===== src/rtl/bitcnt_pkg.sv =====
// rtl/bitcnt_pkg.sv - shared func encodings, FSM states and result width for bitcnt_sched
package bitcnt_pkg;

  localparam int RES_W = 8;

  localparam logic [2:0] FUNC_CLZ_64 = 3'b000;
  localparam logic [2:0] FUNC_CLZ_32 = 3'b001;
  localparam logic [2:0] FUNC_CTZ_64 = 3'b010;
  localparam logic [2:0] FUNC_CTZ_32 = 3'b011;
  localparam logic [2:0] FUNC_CNT_64 = 3'b100;
  localparam logic [2:0] FUNC_CNT_32 = 3'b101;

  typedef enum logic [1:0] {
    ST_IDLE = 2'd0,
    ST_EXEC = 2'd1,
    ST_RESP = 2'd2
  } state_t;

  // Codes 11x carry no operation.
  function automatic logic func_illegal(input logic [2:0] f);
    return f[2] & f[1];
  endfunction

endpackage


===== src/rtl/bitcnt.sv =====
// rtl/bitcnt.sv - combinational leading/trailing zero count and population count
module bitcnt
  import bitcnt_pkg::*;
(
  input  logic [63:0]      i_data,
  input  logic [2:0]       i_func,
  output logic [RES_W-1:0] o_count
);

  logic [RES_W-1:0] w_clz64, w_clz32, w_ctz64, w_ctz32, w_pop64, w_pop32;

  // Later loop iterations override earlier ones, so the last hit is the one that sticks.
  always_comb begin
    w_clz64 = 8'd64;
    w_clz32 = 8'd32;
    w_ctz64 = 8'd64;
    w_ctz32 = 8'd32;
    w_pop64 = '0;
    w_pop32 = '0;
    for (int i = 0; i < 64; i++) if (i_data[i]) w_clz64 = 8'(63 - i);
    for (int i = 63; i >= 0; i--) if (i_data[i]) w_ctz64 = 8'(i);
    for (int i = 0; i < 32; i++) if (i_data[i]) w_clz32 = 8'(31 - i);
    for (int i = 31; i >= 0; i--) if (i_data[i]) w_ctz32 = 8'(i);
    for (int i = 0; i < 64; i++) w_pop64 = w_pop64 + {7'd0, i_data[i]};
    for (int i = 0; i < 32; i++) w_pop32 = w_pop32 + {7'd0, i_data[i]};
  end

  always_comb begin
    o_count = '0;
    case (i_func)
      FUNC_CLZ_64: o_count = w_clz64;
      FUNC_CLZ_32: o_count = w_clz32;
      FUNC_CTZ_64: o_count = w_ctz64;
      FUNC_CTZ_32: o_count = w_ctz32;
      FUNC_CNT_64: o_count = w_pop64;
      FUNC_CNT_32: o_count = w_pop32;
      default:     o_count = '0;
    endcase
  end

endmodule


===== src/rtl/bitcnt_sched.sv =====
// rtl/bitcnt_sched.sv - two-requester scheduler sharing one bitcnt datapath
module bitcnt_sched
  import bitcnt_pkg::*;
#(
  parameter int FAIR = 1
) (
  input  logic        clk,
  input  logic        rst_n,
  input  logic        req0_valid,
  output logic        req0_ready,
  input  logic [63:0] req0_data,
  input  logic [2:0]  req0_func,
  input  logic        req1_valid,
  output logic        req1_ready,
  input  logic [63:0] req1_data,
  input  logic [2:0]  req1_func,
  output logic        rsp0_valid,
  input  logic        rsp0_ready,
  output logic [63:0] rsp0_data,
  output logic        rsp0_err,
  output logic        rsp1_valid,
  input  logic        rsp1_ready,
  output logic [63:0] rsp1_data,
  output logic        rsp1_err,
  output logic        busy
);

  state_t           r_state, w_next_state;
  logic             r_ptr;
  logic             r_owner;
  logic [63:0]      r_data;
  logic [2:0]       r_func;
  logic [63:0]      r_result;
  logic             r_err;
  logic             w_grant_any, w_grant_id, w_accept, w_rsp_live, w_rsp_take;
  logic [RES_W-1:0] w_count;

  always_comb begin
    w_grant_any = req0_valid | req1_valid;
    w_grant_id  = 1'b0;
    if (FAIR != 0) begin
      if (req0_valid && req1_valid) w_grant_id = ~r_ptr;
      else                          w_grant_id = req1_valid;
    end else begin
      w_grant_id = ~req0_valid;
    end
  end

  // Gating with rst_n keeps ready low while reset is held, even though IDLE is already forced.
  assign w_accept   = (r_state == ST_IDLE) & w_grant_any & rst_n;
  assign req0_ready = w_accept & ~w_grant_id;
  assign req1_ready = w_accept & w_grant_id;

  assign w_rsp_live = (r_state == ST_RESP);
  assign w_rsp_take = r_owner ? rsp1_ready : rsp0_ready;
  assign rsp0_valid = w_rsp_live & ~r_owner;
  assign rsp1_valid = w_rsp_live & r_owner;
  assign rsp0_data  = rsp0_valid ? r_result : '0;
  assign rsp1_data  = rsp1_valid ? r_result : '0;
  assign rsp0_err   = rsp0_valid & r_err;
  assign rsp1_err   = rsp1_valid & r_err;
  assign busy       = (r_state != ST_IDLE);

  bitcnt u_bitcnt (
    .i_data  (r_data),
    .i_func  (r_func),
    .o_count (w_count)
  );

  always_comb begin
    w_next_state = r_state;
    case (r_state)
      ST_IDLE: if (w_accept) w_next_state = ST_EXEC;
      ST_EXEC: w_next_state = ST_RESP;
      ST_RESP: if (w_rsp_take) w_next_state = ST_IDLE;
      default: w_next_state = ST_IDLE;
    endcase
  end

  always_ff @(posedge clk or negedge rst_n) begin
    if (!rst_n) r_state <= ST_IDLE;
    else        r_state <= w_next_state;
  end

  always_ff @(posedge clk or negedge rst_n) begin
    if (!rst_n) begin
      r_ptr    <= 1'b1;
      r_owner  <= 1'b0;
      r_data   <= '0;
      r_func   <= '0;
      r_result <= '0;
      r_err    <= 1'b0;
    end else begin
      if (w_accept) begin
        r_owner <= w_grant_id;
        r_ptr   <= w_grant_id;
        r_data  <= w_grant_id ? req1_data : req0_data;
        r_func  <= w_grant_id ? req1_func : req0_func;
      end
      if (r_state == ST_EXEC) begin
        r_err    <= func_illegal(r_func);
        r_result <= func_illegal(r_func) ? '0 : {{(64-RES_W){1'b0}}, w_count};
      end
    end
  end

endmodule

===== config.mk =====
export PLATFORM = sky130hd
export DESIGN_NAME = bitcnt_sched
export DESIGN_NICKNAME = d
export VERILOG_FILES = /design/src/rtl/bitcnt_pkg.sv /design/src/rtl/bitcnt.sv /design/src/rtl/bitcnt_sched.sv
export SDC_FILE = /design/constraint.sdc
export NUM_CORES = 1
export LEC_CHECK = 0
export BUFFER_PORTS_ARGS = -buffer_cell sky130_fd_sc_hd__buf_4
export CORE_MARGIN = 1
export CORE_UTILIZATION = 47
export DETAILED_ROUTE_END_ITERATION = 7
export GPL_ROUTABILITY_DRIVEN = 0
export PLACE_DENSITY = 0.74
export SLEW_MARGIN = 20
export SYNTH_ARGS = -nofsm -noshare
export SYNTH_HDL_FRONTEND = slang
export SYNTH_HIERARCHICAL = 1
export SYNTH_SLANG_ARGS = --single-unit
export TNS_END_PERCENT = 30

===== constraint.sdc =====
create_clock -name clk -period 8.8 [get_ports clk]
set_input_delay 2.64 -clock clk [delete_from_list [all_inputs] [get_ports clk]]
set_output_delay 2.64 -clock clk [all_outputs]
set_load 0.02 [all_outputs]

## Yosys cells after proc, flatten, opt, wreduce, memory -nomap -nowiden

Cells that the tools add are included.

- Output and inout port bits: 135
- Register bits: 136
- Input bits: 140
- Logic and storage cells: 300

- Equal/unequal tests: 9
- Reduce and logical (&&, ||, !) cells: 5
- Bitwise logic cells: 13
- Multiplexer cells: 203
- $add $sub $neg: 63

Operators by type and width:

| kind | count |
|---|---|
| two-way mux 7 bit | 128 |
| adder 8 x 1 -> 8 bit | 62 |
| two-way mux 6 bit | 64 |
| two-way mux 64 bit | 3 |
| case mux 8 bit (6 select lines) | 1 |
| AND 1 bit | 9 |
| two-way mux 8 bit | 1 |
| equality test 3 x 2 -> 1 bit (second input constant) | 2 |
| equality test 3 bit (second input constant) | 2 |
| case mux 2 bit (3 select lines) | 1 |
| two-way mux 2 bit | 2 |
| equality test 3 x 1 -> 1 bit (second input constant) | 1 |
| logical NOT 3 bit | 1 |
| two-way mux 3 bit | 1 |
| inverter 1 bit | 3 |
| adder 1 x 1 -> 2 bit | 1 |
| equality test 2 x 1 -> 1 bit (second input constant) | 1 |
| equality test 2 bit (second input constant) | 1 |
| logical NOT 2 bit | 1 |
| two-way mux 1 bit | 2 |
| inequality test 2 x 1 -> 1 bit (second input constant) | 1 |
| inequality test 2 bit (second input constant) | 1 |
| AND reduction 2 bit | 1 |
| nonzero test 2 bit | 1 |
| other kinds (2) | 2 |

## Depth between registers and ports, before layout

- Depth after elaboration: 66
- Depth in mapped cells: 28
- Mapped depth without buffers: 28

## Hierarchy

The synthesis kept the hierarchy.

By module, submodules not included:

| module | area an instance (sq um) | cells an instance | instances |
|---|---|---|---|
| bitcnt_sched | 4724.5 | 482 | 1 |
| bitcnt | 3425.8 | 450 | 1 |

## Worst setup path before layout

No wires, ideal clock.

- Kind: register -> register
- Start: register r_data[25]
- End: register r_result[1]
- Cell stages (with the launch flop): 25
- Clock period less this slack: 8262 ps
- Slack: 538 ps
- Data arrival time: 8141 ps
- Path through: dfrtp_1 -> inv_1 -> fa_1 -> fa_1 -> inv_1 -> fa_1 -> inv_1 -> fa_1 -> fa_1 -> fa_1 -> inv_1 -> ha_1 -> fa_1 -> inv_1 -> fa_1 -> fa_1 -> fa_1 -> fa_1 -> fa_1 -> fa_1 -> o21ai_0 -> a2bb2oi_1 -> o21ai_0 -> or4b_1 -> a22o_1

- Word-level cells in the longest chain between the ends: 41

Ends and longest elaborated chain:

| what | RTL line | RTL |
|---|---|---|
| from (decl) | bitcnt_sched.sv:31 | `logic [63:0] r_data;` |
| from (signal assigned) | bitcnt_sched.sv:97 | `r_data <= w_grant_id ? req1_data : req0_data;` |
| adder 8 x 1 -> 8 bit or two-way mux 7 bit (tied branches) (7 in series) | bitcnt.sv:24, bitcnt.sv:25, bitcnt.sv:20 |  |
| adder 8 x 1 -> 8 bit or two-way mux 7 bit (tied branches) (32 in series) | bitcnt.sv:24, bitcnt.sv:20 |  |
| case mux 8 bit (6 select lines) (*) | bitcnt.sv:30 | `case (i_func)` |
| named net w_count[1] | bitcnt_sched.sv:36 | `logic [RES_W-1:0] w_count;` |
| two-way mux 8 bit (*) | bitcnt_sched.sv:102 | `r_result <= func_illegal(r_func) ? '0 : {{(64-RES_W){1'b0}}, w_count};` |
| to (signal assigned) | bitcnt_sched.sv:102 |  |
| to (decl) | bitcnt_sched.sv:33 | `logic [63:0] r_result;` |

The timed path passes the listed nets; every way through them passes the cells marked *.
A chain may end at the register's enable or synchronous reset.

## Worst setup path after layout

- Start: register r_data[19]
- End: register r_result[1]

- Word-level cells in the longest chain between the ends: 47

Ends and longest elaborated chain:

| what | RTL line |
|---|---|
| adder 8 x 1 -> 8 bit or two-way mux 7 bit (tied branches) (13 in series) | bitcnt.sv:24, bitcnt.sv:25, bitcnt.sv:20 |
| adder 8 x 1 -> 8 bit or two-way mux 7 bit (tied branches) (32 in series) | bitcnt.sv:24, bitcnt.sv:20 |
| case mux 8 bit (6 select lines) (*) | bitcnt.sv:30 |
| named net w_count[1] | bitcnt_sched.sv:36 |
| two-way mux 8 bit (*) | bitcnt_sched.sv:102 |

Marks and branches as above.

==> impl_metrics.toml <==
[place]
placed_cell_area_um2 = 9050
dpl_worst_slack_ps = 178
hpwl_um = 18300
io_buffers = 162

[final_layout]
num_antenna_cells = 0
nets = 1281
area_growth_pct = 15.0
fillers = 1546
layout-drive-gt1-share_pct = 21.7
fin_area_um2 = 9370

[detailed_routing]
dr.max_layer_used = "met4"
routed_wl_um = 23400
final_antenna_net_count = 0
drt-pass1-iter-count = 5
vias_per_cell = 5.72
via_count = 7397
wl_met1_um = 10100
routedWlPerCell_um = 18.1
drc = 0
drtIter0Drc = 748
wl_met3_um = 2160
route.met2.wl_um = 10700

[critical_path]
cp.required_ps = 9040
cpPeakStageDelay_ps = 550
r2r_cells = 24
crit_start = "r_data[19]"
crit_path_start_kind = "flip-flop"
cp.depth = 24
crit_chain = "fa_1 > inv_1 > fa_1 > inv_1 > fa_1 > inv_1 > fa_1 > fa_1 > fa_1 > inv_1 > ha_1 > fa_1 > inv_1 > fa_1 > fa_1 > fa_1 > fa_1 > fa_2 > fa_1 > o21ai_0 > a2bb2oi_1 > o21ai_0 > or4b_1 > a22o_1"
crit_path_top_delay_cell = "fa_1"
path_buf_inv = 5
critical_path.most_common_cell = "fa_1"
crit_arrival_ps = 8710
r2r_start = "r_data[19]"
regToRegSetupSlack_ps = 320
crit_fanout = 6
crit_end = "r_result[1]"
r2r-end = "r_result[1]"
cp-end-kind = "flip-flop"
path_delay_family = "adder cells"
critPathKind = "reg -> reg"

[sta]
setup-violations-final = 0
slew_headroom_pct = 44.2
layout_setup_ws_ps = 325
fin_worst_skew_ps = 5.39
rsz0062_at_grt = "false"
fin_crit_ps = 8480
max_freq_ghz = 0.118
hold_viol = 0
maxSlewViolCount = 0
totalNegativeSetupSlack_ps = 0
finalCritPeriodShare_pct = 96.3
worst_pin_slew_ps = 837

[yosys]
synthCells = 932
synth_edf_count = 0
yosysUniqueCellTypes = 71
yosysSeqAreaShare_pct = 24.6
postSynthAreaPerCell_um2 = 8.74
ys_async_sr_fraction_pct = 100
yosysWarnings = 6
synth-seq-cells = 80
synth_area_um2 = 8150
synthFlopType = "dfrtp_1"

[cts]
clock_path_buffers = 2
htree_levels = 3
cts.sinks = 80
clk_pin_slew_ps = 60
numCtsBuffers = 9
clk_latency_ps = 350
cts_tree = "yes"
root_buffer = "clkbuf_16"

[global_route]
grt_pass1_wl_um = 36900
grt_max_degree = 71
grt_pass1_vias = 6936
overflow = 0
grt_use_total_pct = 26.6
antenna_found_initial = 0

[floorplanning]
dieArea_um2 = 17900
initial_core_util_pct = 48.6
pin_count = 275
rows = 47
fp.dieH_um = 134
core_um2 = 16800
die_width_um = 134

[outcome]
status = "completed"

[hold_path]
hold_class = "reg -> reg"

[flow_run]
drv_cap = 0
registers in the layout (all words and copies together) (netlist names):
signal,count
r_owner,1
r_func,3
r_err,1
r_ptr,1
r_state,2
r_result,8
r_data,64
layer usage:
metal / global-route usage (%) / vias up
met5: 0 / -
li1: - / 3394
met3: 4.34 / 36
met4: 8.46 / 0
met1: 37.9 / 3567
met2: 41.0 / 400
through the flow:
stage	instances	util [%]	hold slack (ps)
2_1_floorplan	1043	-	449
3_3_place_gp	1276	54.0	477
3_5_place_dp	1276	54.0	492
4_1_cts	1292	55.8	501
5_1_grt	1293	55.9	537
6_report	1293	55.9	498
layout by cell type (no fill, tap or decap), types with 17 or more instances in the layout:
cell type  instances
nor2_1            38
conb_1           112
and2_1            17
nor3_2            20
a21oi_1           37
inv_1             91
fa_1              49
o21ai_0           29
a221o_1           67
buf_4            171
nor3_1            68
nand2_1           88
dfrtp_1           75
ha_1              23
nor4_1            20
worst min path at each step:
stage          startpoint  endpoint  slack, ps  depth (start not counted)
2_1_floorplan       r_ptr     r_ptr        450                          2
3_3_place_gp        r_ptr     r_ptr        480                          2
3_5_place_dp        r_ptr     r_ptr        490                          2
4_1_cts             r_ptr     r_ptr        500                          2
5_1_grt             r_ptr     r_ptr        540                          2
6_report            r_ptr     r_ptr        500                          2
worst register-to-register path, stage by stage (launching register included):
cell       delay (ps)
dfrtp_2           450
fa_1              530
inv_1              50
fa_1              470
inv_1              50
fa_1              470
inv_1              50
fa_1              520
fa_1              430
fa_1              490
inv_1              40
ha_1              320
fa_1              520
inv_1              50
fa_1              490
fa_1              440
fa_1              520
fa_1              430
fa_2              370
fa_1              550
o21ai_0            90
a2bb2oi_1         190
o21ai_0           110
or4b_1            530
a22o_1            200
final cells by class:
type                            instances  area, µm²  area share (%)
Clock buffer                           10        239            2.55
Tap cell                              220        275            2.94
Multi-Input combinational cell        715       5150            55.0
Sequential cell                        80       2010            21.4
Inverter                               91        342            3.64
Clock inverter                          6       68.8           0.734
Timing Repair Buffer                  171       1280            13.7
synth_stat cells (4+ instances only):
| library cell | n | area, µm² |
|---|---|---|
| a211oi_1 | 5 | 37.5 |
| a21o_1 | 4 | 30.0 |
| a21oi_1 | 37 | 185 |
| a221o_1 | 67 | 671 |
| a22o_1 | 8 | 70.1 |
| a31oi_1 | 4 | 25.0 |
| and2_1 | 17 | 106 |
| buf_2 | 9 | 45.0 |
| buf_4 | 114 | 856 |
| buf_6 | 8 | 90.1 |
| clkbuf_1 | 23 | 86.3 |
| dfrtp_1 | 79 | 1980 |
| fa_1 | 50 | 1000 |
| ha_1 | 23 | 288 |
| inv_1 | 91 | 342 |
| nand2_1 | 88 | 330 |
| nand2b_1 | 8 | 50.1 |
| nand3_1 | 9 | 45.0 |
| nor2_1 | 38 | 143 |
| nor2b_1 | 5 | 31.3 |
| nor3_1 | 68 | 340 |
| nor3_2 | 20 | 200 |
| nor3b_1 | 5 | 37.5 |
| nor4_1 | 20 | 125 |
| o211ai_1 | 8 | 60.1 |
| o21a_1 | 5 | 37.5 |
| o21ai_0 | 29 | 145 |
| o311ai_0 | 7 | 61.3 |
| o31ai_1 | 6 | 45.0 |
| or3_1 | 4 | 25.0 |
| or4_1 | 4 | 30.0 |
| xnor2_1 | 4 | 35.0 |
cell families (layout without fill, tap and decap cells):
kind of cell             after synthesis  after routing  synth area share, %
AND/OR/NAND/NOR                      309            309                 20.9
buffers and inverters                248            278                 17.6
AO/OA/AOI/OAI                        212            212                 20.1
flip-flops                            80             80                 24.6
adder cells (fa/ha/maj)               73             73                 15.8
XOR/XNOR                               7              7                0.752
multiplexers                           2              2                0.261
other                                  1            112               0.0460
what timing repair did:
item,in CTS,in global routing
setup endpoints to repair,0,1
gates resized for setup,0,5
buffers inserted,0,1
hold buffers,0,0
Power is left out: the tool's default activity adds up to more than one toggle a clock period on the data nets, which glitch-free logic cannot reach.
